[config.mk]
export PLATFORM = sky130hd
export DESIGN_NAME = present_sbox_layer_seq
export DESIGN_NICKNAME = d
export VERILOG_FILES = /design/src/rtl/present_mask_pkg.sv /design/src/rtl/present_mask_lfsr.sv /design/src/rtl/present_sbox_layer_seq.sv
export SDC_FILE = /design/constraint.sdc
export NUM_CORES = 1
export LEC_CHECK = 0
export CAP_MARGIN = 20
export CORE_ASPECT_RATIO = 0.5
export CORE_MARGIN = 8
export CORE_UTILIZATION = 30
export DETAILED_ROUTE_END_ITERATION = 16
export SLEW_MARGIN = 20
export SYNTH_ARGS = -nofsm -noshare
export SYNTH_HDL_FRONTEND = slang
export SYNTH_HIERARCHICAL = 1
export SYNTH_SLANG_ARGS = --single-unit
export TNS_END_PERCENT = 10
[constraint.sdc]
create_clock -name clk -period 7.1 [get_ports clk]
set_input_delay 1.065 -clock clk [delete_from_list [all_inputs] [get_ports clk]]
set_output_delay 1.065 -clock clk [all_outputs]
set_load 0.02 [all_outputs]
[src/rtl/present_mask_pkg.sv]
// Shared definitions for the masked PRESENT datapath.
// Holds nibble/share geometry, the fresh-randomness LFSR polynomial,
// the sequencer state encoding and the pLayer bit-index function.
package present_mask_pkg;

  localparam int unsigned NIBBLES    = 16;
  localparam int unsigned NIB_W      = 4;
  localparam int unsigned SHARE_W    = 64;
  localparam int unsigned RND_W      = 8;
  localparam int unsigned LFSR_W     = 32;
  localparam int unsigned LFSR_STEPS = 8;

  // Galois form of x^32 + x^22 + x^2 + x + 1 (right-shifting).
  localparam logic [LFSR_W-1:0] LFSR_POLY = 32'h8020_0003;

  typedef enum logic [1:0] {
    ST_IDLE,
    ST_FEED,
    ST_DRAIN,
    ST_DONE
  } seq_state_t;

  // pLayer: bit i -> 16*i mod 63, bit 63 fixed.
  // Since 64 == 1 (mod 63), multiplying by 16 is a 4-bit left rotation
  // of the 6-bit index, which also leaves 63 in place.
  function automatic logic [5:0] player_idx(input logic [5:0] i);
    return {i[1:0], i[5:2]};
  endfunction

endpackage

[src/rtl/present_mask_lfsr.sv]
// Seeded 32-bit Galois LFSR that advances 8 steps per enabled cycle.
// Ports:
//   clk, rst_n - clock, asynchronous active-low reset (state -> 1)
//   load, seed - load seed (a zero seed is replaced by 1)
//   en         - advance 8 steps this cycle (load has priority)
//   rnd        - low byte of the current state
module present_mask_lfsr
  import present_mask_pkg::*;
(
  input  logic              clk,
  input  logic              rst_n,
  input  logic              load,
  input  logic [LFSR_W-1:0] seed,
  input  logic              en,
  output logic [RND_W-1:0]  rnd
);

  logic [LFSR_W-1:0] state;
  logic [LFSR_W-1:0] state_nxt;

  always_comb begin
    state_nxt = state;
    for (int unsigned s = 0; s < LFSR_STEPS; s++) begin
      state_nxt = state_nxt[0] ? ((state_nxt >> 1) ^ LFSR_POLY) : (state_nxt >> 1);
    end
  end

  always_ff @(posedge clk or negedge rst_n) begin
    if (!rst_n) begin
      state <= LFSR_W'(1);
    end else if (load) begin
      state <= (seed == '0) ? LFSR_W'(1) : seed;
    end else if (en) begin
      state <= state_nxt;
    end
  end

  assign rnd = state[RND_W-1:0];

endmodule

[src/rtl/present_sbox_layer_seq.sv]
// Nibble-serial sequencer for one PRESENT substitution layer on a
// 3-share masked 64-bit state. Loads three shares, streams one nibble
// per cycle into an external masked S-box pipeline of SBOX_LAT cycles,
// supplies its fresh randomness and collects the returned nibbles.
// Shares are kept strictly separate throughout.
//
// Build option: define PRESENT_PLAYER_EN to write captured bits to their
// pLayer positions; otherwise nibble k lands in bits 4k+3..4k.
//
// Ports:
//   clk, rst_n          - clock, asynchronous active-low reset
//   start               - request, honoured only when idle
//   seed                - LFSR seed, loaded on accepted start
//   state_in1/2/3       - input shares, loaded on accepted start
//   sbox_in1/2/3        - nibble shares to the S-box (0 unless feeding)
//   sbox_r              - fresh randomness to the S-box (0 unless busy)
//   sbox_out1/2/3       - nibble shares from the S-box
//   state_out1/2/3      - result shares
//   busy                - accepted start through final capture
//   done                - one-cycle pulse, results valid
module present_sbox_layer_seq
  import present_mask_pkg::*;
#(
  parameter int unsigned SBOX_LAT = 3
)(
  input  logic               clk,
  input  logic               rst_n,
  input  logic               start,
  input  logic [31:0]        seed,
  input  logic [63:0]        state_in1,
  input  logic [63:0]        state_in2,
  input  logic [63:0]        state_in3,
  output logic [3:0]         sbox_in1,
  output logic [3:0]         sbox_in2,
  output logic [3:0]         sbox_in3,
  output logic [7:0]         sbox_r,
  input  logic [3:0]         sbox_out1,
  input  logic [3:0]         sbox_out2,
  input  logic [3:0]         sbox_out3,
  output logic [63:0]        state_out1,
  output logic [63:0]        state_out2,
  output logic [63:0]        state_out3,
  output logic               busy,
  output logic               done
);

  localparam logic [SBOX_LAT-1:0] TAIL_MASK = SBOX_LAT'(1) << (SBOX_LAT - 1);

  seq_state_t state_q, state_d;

  logic [3:0]          feed_cnt;
  logic [3:0]          cap_cnt;
  logic [SBOX_LAT-1:0] valid;
  logic                feeding;
  logic                accept;
  logic                capture;
  logic [7:0]          rnd;

  logic [SHARE_W-1:0]  sh1, sh2, sh3;
  logic [SHARE_W-1:0]  res1, res2, res3;

  assign accept  = (state_q == ST_IDLE) && start;
  assign capture = valid[SBOX_LAT-1];

  // State register
  always_ff @(posedge clk or negedge rst_n) begin
    if (!rst_n) begin
      state_q <= ST_IDLE;
    end else begin
      state_q <= state_d;
    end
  end

  // Next-state logic
  always_comb begin
    state_d = state_q;
    unique case (state_q)
      ST_IDLE:  if (start) state_d = ST_FEED;
      ST_FEED:  if (feed_cnt == 4'(NIBBLES - 1)) state_d = ST_DRAIN;
      // Leave once only the tail bit may still be set: that nibble is
      // captured on this edge, so DONE lines up with the final capture.
      ST_DRAIN: if ((valid & ~TAIL_MASK) == '0) state_d = ST_DONE;
      ST_DONE:  state_d = ST_IDLE;
      default:  state_d = ST_IDLE;
    endcase
  end

  // Output logic
  always_comb begin
    feeding = (state_q == ST_FEED);
    busy    = (state_q == ST_FEED) || (state_q == ST_DRAIN);
    done    = (state_q == ST_DONE);
  end

  // Shares shift right one nibble per feed cycle; bits 3:0 are the
  // nibble currently presented to the S-box.
  always_ff @(posedge clk or negedge rst_n) begin
    if (!rst_n) begin
      sh1      <= '0;
      sh2      <= '0;
      sh3      <= '0;
      feed_cnt <= '0;
      valid    <= '0;
    end else begin
      if (accept) begin
        sh1 <= state_in1;
        sh2 <= state_in2;
        sh3 <= state_in3;
      end else if (feeding) begin
        sh1 <= sh1 >> NIB_W;
        sh2 <= sh2 >> NIB_W;
        sh3 <= sh3 >> NIB_W;
      end
      if (feeding) begin
        feed_cnt <= feed_cnt + 1'b1;
      end
      valid <= (valid << 1) | SBOX_LAT'(feeding);
    end
  end

  // Result capture, one nibble per share per valid tail bit
  always_ff @(posedge clk or negedge rst_n) begin
    if (!rst_n) begin
      res1    <= '0;
      res2    <= '0;
      res3    <= '0;
      cap_cnt <= '0;
    end else if (capture) begin
      cap_cnt <= cap_cnt + 1'b1;
`ifdef PRESENT_PLAYER_EN
      for (int unsigned j = 0; j < NIB_W; j++) begin
        res1[player_idx({cap_cnt, j[1:0]})] <= sbox_out1[j[1:0]];
        res2[player_idx({cap_cnt, j[1:0]})] <= sbox_out2[j[1:0]];
        res3[player_idx({cap_cnt, j[1:0]})] <= sbox_out3[j[1:0]];
      end
`else
      res1[{cap_cnt, 2'b00} +: NIB_W] <= sbox_out1;
      res2[{cap_cnt, 2'b00} +: NIB_W] <= sbox_out2;
      res3[{cap_cnt, 2'b00} +: NIB_W] <= sbox_out3;
`endif
    end
  end

  present_mask_lfsr u_lfsr (
    .clk   (clk),
    .rst_n (rst_n),
    .load  (accept),
    .seed  (seed),
    .en    (busy),
    .rnd   (rnd)
  );

  assign sbox_in1   = feeding ? sh1[NIB_W-1:0] : '0;
  assign sbox_in2   = feeding ? sh2[NIB_W-1:0] : '0;
  assign sbox_in3   = feeding ? sh3[NIB_W-1:0] : '0;
  assign sbox_r     = busy ? rnd : '0;

  assign state_out1 = res1;
  assign state_out2 = res2;
  assign state_out3 = res3;

endmodule

Yosys cells after proc, flatten, opt, wreduce, memory -nomap -nowiden
Index checks and enable logic that the tools add are counted.
{ "classes": {"add_sub_neg": 3, "n_eq_ne": 7, "n_shift": 4, "muxes": 28, "n_bitwise": 9, "reduce_logical": 8} }
{ "ops": {"columns": ["cell", "count"], "rows": [
  ["64-bit 2-to-1 mux", 6],
  ["32-bit 2-to-1 mux", 11],
  ["64-bit bitwise mux", 3],
  ["4-bit by 8-bit variable part select with 64-bit output", 3],
  ["4-bit by 8-bit variable shift with 64-bit output, first input constant", 1],
  ["32-bit zero test", 1],
  ["3-bit NOT with 4-bit output", 8],
  ["4-bit 2-to-1 mux", 3],
  ["4-bit by 1-bit adder with 4-bit output, second input constant", 2],
  ["8-bit 2-to-1 mux", 1],
  ["6-bit negation with 8-bit output", 1],
  ["2-bit one-hot mux with 4 select lines", 1],
  ["2-bit 2-to-1 mux", 3],
  ["2-bit equality test, second input constant", 2],
  ["4-bit equality test, second input constant", 1],
  ["2-bit != test, second input constant", 2],
  ["2-bit nonzero test", 2],
  ["3-bit zero test", 1],
  ["3-bit by 1-bit OR with 3-bit output", 1],
  ["3-bit AND reduction", 1],
  ["2-bit by 1-bit equality test with 1-bit output, second input constant", 1],
  ["2-bit zero test", 1],
  ["2-bit by 1-bit != test with 1-bit output, second input constant", 1],
  ["1-bit logical AND", 1],
  ["1-bit logical OR", 1]
]} }
{ "totals": {"register_bits": 429, "inputBits": 239, "output_inout_bits": 214} }

Depth between registers and ports, before layout
Gate-level depths: netlist of the first run.
{ "depth": {"word_depth": 18, "depth_mapped": 10, "ltp_nobuf": 6} }

Cells and area by module
Netlist of the first run, hierarchy kept.
{ "modules_own_cells": {"columns": ["mod", "instances", "cells_each", "area_per_inst_um2", "seq_area_each_um2"], "rows": [
  ["present_sbox_layer_seq", 1, 1399, 17200.2, 9934.5],
  ["present_mask_lfsr", 1, 189, 1876.8, 802.0]
]} }

Least setup slack after synthesis of the first run
Ideal clock, no wire load.
{ "synth_path": {"path_kind": "register -> output", "start": "register state_q[1]", "end": "output sbox_in2[3]", "arrival_time_ns": 1.689, "slack_ns": 4.346, "stages_incl_launch_ff": 7, "n_path_buf": 3, "path_cell_list": "dfrtp_1 inv_1 ha_1 buf_2 clkbuf_1 clkbuf_1 and2_1"} }
{ "synth_via": {"elab_chain_cells": 2} }
{ "synth_lines": {"columns": ["element", "line_no", "text"], "rows": [
  ["start: declaration", "present_sbox_layer_seq.sv:49", "seq_state_t state_q, state_d;"],
  ["start signal: assignment", "present_sbox_layer_seq.sv:70", "state_q <= state_d;"],
  ["2-bit by 1-bit equality test with 1-bit output", "present_sbox_layer_seq.sv:90", "feeding = (state_q == ST_FEED);"],
  ["net feeding", "present_sbox_layer_seq.sv:54", "logic feeding;"],
  ["4-bit 2-to-1 mux", "present_sbox_layer_seq.sv:154", "assign sbox_in2 = feeding ? sh2[NIB_W-1:0] : '0;"],
  ["end: declaration", "present_sbox_layer_seq.sv:34", "output logic [3:0] sbox_in2,"]
]} }
The timed path passes the listed nets, and every way through them passes these cells.

Worst setup path in the final report of the first run
{ "layout_path": {"start": "register state_q[1]", "end": "output sbox_in3[1]"} }
{ "layout_via": {"elab_chain_cells": 2} }
{ "layout_lines": {"columns": ["element", "line_no", "text"], "rows": [
  ["2-bit by 1-bit equality test with 1-bit output", "present_sbox_layer_seq.sv:90", null],
  ["net feeding", "present_sbox_layer_seq.sv:54", null],
  ["4-bit 2-to-1 mux", "present_sbox_layer_seq.sv:155", "assign sbox_in3 = feeding ? sh3[NIB_W-1:0] : '0;"],
  ["end: declaration", "present_sbox_layer_seq.sv:35", "output logic [3:0] sbox_in3,"]
]} }
The timed path passes the listed nets, and every way through them passes these cells.

==> run_results.csv, run 1 <==
group,metric,value,unit
run_status,status,"finished clean",
grt,grt_pass1_vias,13544,
grt,grt.total_usage,0.150,
timing,finalHoldViolCount,0,
finish,layout_common_cells,"clkdlybuf4s50_1, dfrtp_1, nand2_1, o21ai_0, mux2i_1",
clock_tree,tritoncts,"yes",
timing,period_minus_slack,4.17,ns
timing,setup_ws,2.93,ns
clock_tree,cts_root_buf,"clkbuf_16",
worst_setup_path,slowest_stage,"buf_4",
power_and_ir_drop,p_leak,10.6,nW
drt,drc,0,
placement,gp_congestion,0.765,
hold_path,min_to,"valid[1]$_DFF_PN0_",
drt,drt-pass1-iter-count,5,
timing,final.setup.tns,0,ns
yosys,synth_largest_area_cell,"dfrtp_1",
placement,dp_hpwl,40.5,mm
finish,multi_input_area,7740,µm²
worst_setup_path,r2r_end,"sh3[37]$_DFFE_PN0P_",
yosys,avgSynthCellArea,12.0,µm²
timing,drv_slew,0,
yosys,ys_types,51,
power_and_ir_drop,powerDensity,472,nW/µm²
worst_setup_path,crit_chain,"inv_1, ha_4, buf_4, and2_1, clkdlybuf4s50_1",
grt,grt_max_degree,241,
timing,grt_setup_unrepaired,"false",
worst_setup_path,critPathLaunchType,"flop",
floorplanning,core_area,62900,µm²
floorplanning,die_height,194,µm
timing,max_freq,240,MHz
clock_tree,path_clk_slew,0.06,ns
timing,worst_pin_slew,1.06,ns
worst_setup_path,regToRegSetupSlack,3.91,ns
drt,viasPerCell,4.58,
drt,drt-initial-drc-count,743,
drt,vias,13099,
grt,antenna_found_initial,15,
finish,area.sequential,10700,µm²
clock_tree,clock-sinks,429,
worst_setup_path,critPathKind,"reg2out",
yosys,synth_edf_count,0,
timing,timing.final.crit_share,0.587,
worst_setup_path,crit_fanout,42,
drt,wl_per_cell,20.0,µm
finish,nFillCells,6023,
worst_setup_path,cp.required,6.03,ns
finish,final_area,25700,µm²
floorplanning,num_rows,65,
finish,fin_nets,2226,
yosys,synth.yosys.seq_area_share,0.563,
floorplanning,dieArea,72400,µm²
clock_tree,cts_buffers,43,
hold_path,hold_depth,0,
yosys,synthFlopType,"dfrtp_1",
timing,relSlewSlack,0.290,
drt,drtAntennaViolNets,0,
yosys,ys_warn_count,6,
clock_tree,post_cts_buffers,0,
placement,place.port_buffers,452,
timing,skew,0.0212,ns
yosys,synth_area_leaders,"dfrtp_1, mux2i_1, mux2_2",
yosys,synth.ff_latch_count,429,
worst_setup_path,arrival,3.10,ns
clock_tree,cts_resized,0,
grt,overflow,0,
worst_setup_path,slowest_delay,0.61,ns
floorplanning,io_pins,453,
worst_setup_path,cp-end-kind,"output pin",
yosys,synth_nets,1837,
worst_setup_path,r2r-start,"state_q[1]$_DFFE_PN0P_",
yosys,synthCells,1588,
worst_setup_path,r2r_cells,6,
floorplanning,die_w,373,µm
floorplanning,initial_utilization,0.303,
yosys,yosysTopAreaCellShare,0.561,
yosys,syn_area,19100,µm²
hold_path,hp-start,"valid[0]$_DFF_PN0_",
hold_path,worstHoldPathType,"reg2reg",
drt,wirelength,57.1,mm
clock_tree,ctsHoldBuffers,0,
job,max_cap_viol_count,0,
placement,pre_cts_ws,3.49,ns
clock_tree,max-clock-path-buffers,3,
power_and_ir_drop,vdd_ir_drop_max,0.179,mV
placement,place_area,24200,µm²
clock_tree,clk-insertion-delay-late,0.55,ns
grt,grt_pass1_wl,85.2,mm
finish,syn2layout_area_growth,34.6,%
timing,setup_violations,0,
finish,final_layout_size_suffix_gt1_frac,0.149,
finish,mostFrequentLayoutCell,"clkdlybuf4s50_1",
yosys,asyncSetResetFlopFracSynth,1.00,
clock_tree,cts_htree_levels,2,
==> power breakdown <==
part	switching, mW	internal [mW]
Sequential	0.716	3.60
Combinational	2.76	2.76
Clock	0.986	1.31
==> sequential cells by signal, summed over array words and instances (netlist names) <==
register      count
state_out3       64
sh1              64
u_lfsr/state     32
state_q           2
sh3              64
cap_cnt           4
sh2              64
state_out2       64
state_out1       64
feed_cnt          4
valid             3
==> cell usage after synthesis (6+ instances only) <==
cell / number
buf_2: 24
and3_1: 12
and2_1: 33
o21ai_0: 230
clkbuf_1: 58
ha_1: 10
xnor2_1: 17
nand2b_1: 15
mux2_2: 157
buf_6: 6
nor4_1: 8
nand2_1: 230
inv_1: 6
buf_1: 24
nand3_1: 6
mux2_4: 40
dfrtp_1: 428
nor2_1: 13
mux2i_1: 207
nand4_1: 7
buf_4: 13
==> cell families (layout without fill, tap and decap cells) <==
group                    Yosys count  after routing  synth area share
flip-flops                       429            429             0.563
AO/OA/AOI/OAI                    244            244            0.0664
multiplexers                     404            404             0.233
adder cells (fa/ha/maj)           10             10           0.00656
other                              0             15                 0
buffers and inverters            132            553            0.0325
XOR/XNOR                          26             26            0.0158
AND/OR/NAND/NOR                  343            343            0.0831
==> per-layer routing <==
layer	global-route usage	part of all wire
met5	0	0
met3	0.0230	0.026
met2	0.293	0.57
met4	0.0531	0.028
met1	0.164	0.38
==> critical path, delay by kind of cell, from the launching register on <==
kind	cells	cell delay, ns
adders and majority gates	1	0.52
buffers and inverters	3	1.36
DFF	1	0.42
and+or+nand+nor	1	0.22
==> through the flow <==
stage,std cells,hold slack [ns],power (mW),utilization
floorplan,1588,0.349,7.83,-
global placement,2769,0.365,9.84,0.385
detailed placement,2769,0.366,9.95,0.385
CTS,2846,0.386,12.3,0.407
global route,2859,0.401,12.9,0.408
finish,2861,0.384,12.1,0.408
==> area by class of cell <==
class                      count  area share
clock inverter                15     0.00507
timing repair buffer         470       0.183
antenna                       15     0.00146
tap                          837      0.0408
clock buffer                  62      0.0491
sequential                   429       0.418
inverter                       6    0.000877
multi-input combinational   1027       0.301
==> how the worst max path moves through the flow <==
stage / from / endpoint
CTS: state_q[1]$_DFFE_PN0P_ / sbox_in3[1]
detailed placement: state_q[1]$_DFFE_PN0P_ / sbox_in3[1]
finish: state_q[1]$_DFFE_PN0P_ / sbox_in3[1]
floorplan: state_q[1]$_DFFE_PN0P_ / sbox_in2[3]
global route: state_q[1]$_DFFE_PN0P_ / sbox_in3[1]
global placement: state_q[1]$_DFFE_PN0P_ / sbox_in3[3]
(Power assumes the default switching activity.)
==> run 2, diff against run 1 <==
==> constraint.sdc (replaced) <==
create_clock -name clk -period 4.1 [get_ports clk]
set_input_delay 0.615 -clock clk [delete_from_list [all_inputs] [get_ports clk]]
set_output_delay 0.615 -clock clk [all_outputs]
set_load 0.02 [all_outputs]
==> run 2 against run 1 <==
Compared with the run above:
- non-clock buffer count is 13 higher
- clock power up 83%
- via count fell by 0.34%
- setup slack got worse by 2.1 ns
- sequential share of layout area decreased by 0.44 points
- die area did not move
- final cell count rose by 0.56%
- critical path depth down 1
- core utilization rose by 0.43 points
- final area is 1.1% higher
- combinational power increased by 74%
- critical path type unchanged
- critical endpoint is now sbox_in2[1]
- highest routed layer is now met5
==> run_results.csv, run 2 (synthesized netlist as in run 1, its figures left out) <==
group,metric,value,unit
run_status,status,"finished clean",
floorplanning,die_height,194,µm
drt,drc,0,
worst_setup_path,cp-end-kind,"output pin",
grt,antenna_found_initial,14,
floorplanning,io_pins,453,
timing,final.setup.tns,0,ns
worst_setup_path,regToRegSetupSlack,1.06,ns
timing,drv_slew,0,
drt,wl_per_cell,19.9,µm
finish,syn2layout_area_growth,36.0,%
timing,setup_violations,0,
worst_setup_path,r2r-start,"cap_cnt[0]$_DFFE_PN0P_",
timing,relSlewSlack,0.396,
timing,finalHoldViolCount,0,
timing,grt_setup_unrepaired,"false",
drt,drt-initial-drc-count,853,
drt,wl_met3,1.46,mm
clock_tree,cts_buffers,45,
power_and_ir_drop,vdd_ir_drop_max,0.336,mV
floorplanning,die_w,373,µm
grt,grt_pass1_wl,86.5,mm
power_and_ir_drop,p_leak,10.7,nW
timing,timing.final.crit_share,0.797,
clock_tree,cts_htree_levels,2,
hold_path,worstHoldPathType,"in2async",
placement,dp_hpwl,41.8,mm
clock_tree,max-clock-path-buffers,3,
worst_setup_path,arrival,2.65,ns
finish,fin_cells,2877,
clock_tree,path_clk_slew,0.06,ns
grt,grt_max_degree,126,
floorplanning,dieArea,72400,µm²
finish,fin_util,0.412,
finish,final_layout_size_suffix_gt1_frac,0.158,
drt,wirelength,57.3,mm
timing,setup_ws,0.833,ns
timing,skew,0.0332,ns
placement,pre_cts_ws,0.967,ns
drt,wl_met1,21.0,mm
worst_setup_path,r2r_end,"state_out3[41]$_DFFE_PN0P_",
grt,overflow,0,
clock_tree,cts_resized,0,
clock_tree,post_cts_buffers,0,
drt,drtAntennaViolNets,0,
placement,gp_congestion,0.749,
finish,layout_common_cells,"clkdlybuf4s50_1, dfrtp_1, nand2_1, o21ai_0, mux2i_1",
clock_tree,clock-sinks,429,
timing,worst_pin_slew,0.905,ns
worst_setup_path,r2r_cells,6,
worst_setup_path,crit_fanout,46,
worst_setup_path,critPathLaunchType,"flop",
job,max_cap_viol_count,0,
worst_setup_path,critPathKind,"reg2out",
placement,place.port_buffers,452,
floorplanning,num_rows,65,
timing,period_minus_slack,3.27,ns
timing,max_freq,306,MHz
grt,grt.total_usage,0.152,
placement,dp.cells,2782,
clock_tree,ctsHoldBuffers,0,
drt,drt-pass1-iter-count,5,
drt,vias,13054,
clock_tree,cts_root_buf,"clkbuf_16",
clock_tree,tritoncts,"yes",
floorplanning,initial_utilization,0.303,
finish,fin_nets,2241,
worst_setup_path,cp.required,3.48,ns
clock_tree,clk-insertion-delay-late,0.57,ns
drt,routed.top_layer,"met5",
floorplanning,core_area,62900,µm²
grt,grt_pass1_vias,13797,
drt,met2_length,33.0,mm
drt,viasPerCell,4.54,
power_and_ir_drop,powerDensity,820,nW/µm²
finish,mostFrequentLayoutCell,"clkdlybuf4s50_1",
-- run 2: changes by cell type in the layout (fill, tap and decap cells not counted), sizes merged --
cell and delta:
inv +1, clkinvlp -2, clkbuf +8, buf +13, clkinv -1, diode -3
-- run 2: metrics by stage --
| stage | power, mW | hold slack, ns | instance area (µm²) |
|---|---|---|---|
| final | 21.3 | 0.0642 | 25900 |
| after global routing | 22.7 | 0.148 | 25900 |
| after CTS | 21.6 | 0.126 | 25900 |
| after detailed placement | 17.3 | 0.376 | 24400 |
| after global placement | 17.1 | 0.358 | 24400 |
| after floorplan | 13.6 | 0.319 | 19100 |
-- run 2: area by class of cell --
class,count,area [µm²]
fill,6075,37000
sequential,429,10700
multi-input combinational,1027,7740
timing repair buffer,483,4850
clock buffer,70,1380
tap,837,1050
clock inverter,13,141
antenna,12,30.0
inverter,6,22.5
-- run 2: worst max-delay path: stages (launching register included) --
cell	delay, ns
dfrtp_1	0.41
inv_1	0.15
ha_4	0.61
and2_1	0.31
clkdlybuf4s50_1	0.64
-- run 2: layer usage --
metal  GRT usage  vias to the layer above
met5           0                        -
met4      0.0622                        2
met3      0.0227                       89
met2       0.299                      170
met1       0.162                     6496
li1            -                     6297
-- run 2: worst max-delay path by stage --
stage / start / to / slack [ns] / depth (start not counted)
after global routing: state_q[1]$_DFFE_PN0P_ / sbox_in2[1] / 0.68 / 4
final: state_q[1]$_DFFE_PN0P_ / sbox_in2[1] / 0.83 / 4
after global placement: cap_cnt[0]$_DFFE_PN0P_ / state_out1[11]$_DFFE_PN0P_ / 1.01 / 6
after floorplan: state_q[1]$_DFFE_PN0P_ / sbox_in2[3] / 1.80 / 6
after detailed placement: cap_cnt[0]$_DFFE_PN0P_ / state_out3[8]$_DFFE_PN0P_ / 0.97 / 6
after CTS: state_q[1]$_DFFE_PN0P_ / sbox_in2[1] / 0.77 / 4
-- run 2: report_power, final --
| group | total, mW | internal, mW | switching [mW] |
|---|---|---|---|
| combinational | 9.60 | 4.80 | 4.79 |
| sequential | 7.50 | 6.23 | 1.27 |
| clock | 4.19 | 2.45 | 1.74 |
==> run 3, diff against run 2 <==
==> constraint.sdc (replaced) <==
create_clock -name clk -period 3.2 [get_ports clk]
set_input_delay 0.48 -clock clk [delete_from_list [all_inputs] [get_ports clk]]
set_output_delay 0.48 -clock clk [all_outputs]
set_load 0.02 [all_outputs]
==> run 3 against run 2 <==
Compared with the run above:
- die area is the same
- final cell count is essentially flat
- routed wire length grew 0.34%
- combinational power grew 29%
- first-iteration DRC count grew 13%
==> run_results.csv, run 3 (synthesized netlist as in run 1, its figures left out) <==
group,metric,value,unit
job,max_cap_viol_count,0,
clock_tree,cts_buffers,45,
hold_path,hp-start,"valid[0]$_DFF_PN0_",
hold_path,worstHoldPathType,"reg2reg",
floorplanning,dieArea,72400,µm²
grt,grt_max_degree,133,
placement,dp.cells,2789,
timing,max_freq,352,MHz
placement,gp_congestion,0.770,
finish,fin_nets,2249,
worst_setup_path,arrival,2.36,ns
drt,wl_per_cell,20.0,µm
floorplanning,core_area,62900,µm²
placement,dp_hpwl,41.5,mm
timing,relSlewSlack,0.505,
worst_setup_path,critPathKind,"reg2out",
power_and_ir_drop,power,27.2,mW
grt,grt_pass1_vias,13907,
worst_setup_path,r2r_end,"state_out2[5]$_DFFE_PN0P_",
timing,drv_slew,0,
grt,overflow,0,
finish,final_area,26000,µm²
clock_tree,tritoncts,"yes",
drt,drtAntennaViolNets,0,
power_and_ir_drop,powerDensity,1050,nW/µm²
drt,vias,13207,
grt,grt.total_usage,0.152,
drt,drc,0,
drt,wirelength,57.5,mm
hold_path,hold_depth,0,
clock_tree,path_clk_slew,0.06,ns
clock_tree,clock-sinks,429,
finish,mostFrequentLayoutCell,"clkdlybuf4s50_1",
timing,setup_violations,0,
timing,grt_setup_unrepaired,"false",
grt,grt_pass1_wl,86.8,mm
placement,place_area,24500,µm²
finish,syn2layout_area_growth,36.1,%
clock_tree,cts_root_buf,"clkbuf_16",
timing,skew,0.0206,ns
worst_setup_path,regToRegSetupSlack,0.70,ns
floorplanning,num_rows,65,
clock_tree,cts_htree_levels,2,
drt,drt-initial-drc-count,966,
floorplanning,die_w,373,µm
run_status,status,"finished clean",
timing,worst_pin_slew,0.739,ns
clock_tree,clk-insertion-delay-late,0.55,ns
worst_setup_path,r2r_cells,6,
worst_setup_path,cp.required,2.72,ns
clock_tree,post_cts_buffers,0,
clock_tree,max-clock-path-buffers,3,
finish,layout_common_cells,"clkdlybuf4s50_1, dfrtp_1, nand2_1, o21ai_0, mux2i_1",
clock_tree,ctsHoldBuffers,1,
finish,fin_cells,2879,
timing,finalHoldViolCount,0,
worst_setup_path,cp-end-kind,"output pin",
worst_setup_path,crit_fanout,20,
floorplanning,initial_utilization,0.303,
floorplanning,die_height,194,µm
worst_setup_path,critPathLaunchType,"flop",
timing,period_minus_slack,2.84,ns
placement,place.port_buffers,452,
power_and_ir_drop,vdd_ir_drop_max,0.763,mV
clock_tree,cts_resized,0,
grt,antenna_found_initial,9,
timing,timing.final.crit_share,0.887,
drt,viasPerCell,4.59,
timing,final.setup.tns,0,ns
finish,final_layout_size_suffix_gt1_frac,0.158,
hold_path,min_to,"valid[1]$_DFF_PN0_",
floorplanning,io_pins,453,
power_and_ir_drop,p_leak,10.8,nW
worst_setup_path,r2r-start,"cap_cnt[1]$_DFFE_PN0P_",
drt,drt-pass1-iter-count,4,
[run 3: through the flow]
stage | util | hold WS, ns | setup slack (ns)
after global placement | 0.389 | 0.367 | 0.767
after CTS | 0.412 | 0.386 | 0.310
after floorplan | - | 0.184 | 0.933
final | 0.412 | 0.386 | 0.360
after global routing | 0.412 | 0.401 | 0.211
after detailed placement | 0.389 | 0.372 | 0.732
[run 3: report_power, final]
group / internal [mW] / total (mW) / switching, mW
registers: 7.98 / 9.54 / 1.57
clock network: 3.02 / 5.23 / 2.21
logic: 6.18 / 12.4 / 6.23
total: 17.2 / 27.2 / 10.0
[run 3: routing by layer]
| metal | vias up | GRT usage | routed length, µm |
|---|---|---|---|
| met3 | 90 | 0.0253 | 1620 |
| met5 | - | 0 | 13 |
| met2 | 159 | 0.305 | 33200 |
| met1 | 6646 | 0.160 | 21100 |
| li1 | 6310 | - | - |
| met4 | 2 | 0.0485 | 1540 |
[run 3: layout make-up]
| cell class | count | area, µm² |
|---|---|---|
| fill | 6107 | 37000 |
| sequential | 429 | 10700 |
| multi-input combinational | 1027 | 7740 |
| timing repair buffer | 491 | 4940 |
| clock buffer | 69 | 1370 |
| tap | 837 | 1050 |
| clock inverter | 12 | 92.6 |
| inverter | 6 | 22.5 |
| antenna | 8 | 20.0 |
[run 3: worst max-delay path by stage]
stage	from	cells after the start	to
2_1_floorplan	cap_cnt[0]$_DFFE_PN0P_	9	state_out1[10]$_DFFE_PN0P_
3_3_place_gp	cap_cnt[1]$_DFFE_PN0P_	6	state_out3[14]$_DFFE_PN0P_
3_5_place_dp	cap_cnt[1]$_DFFE_PN0P_	6	state_out3[14]$_DFFE_PN0P_
4_1_cts	state_q[1]$_DFFE_PN0P_	4	sbox_in2[1]
5_1_grt	state_q[1]$_DFFE_PN0P_	4	sbox_in2[1]
6_report	state_q[1]$_DFFE_PN0P_	4	sbox_in2[1]
[run 3: worst max-delay path, stage by stage (launching register included)]
cell and delay (ns):
dfrtp_1 0.41, inv_1 0.15, ha_4 0.36, and2_1 0.27, clkdlybuf4s50_1 0.64
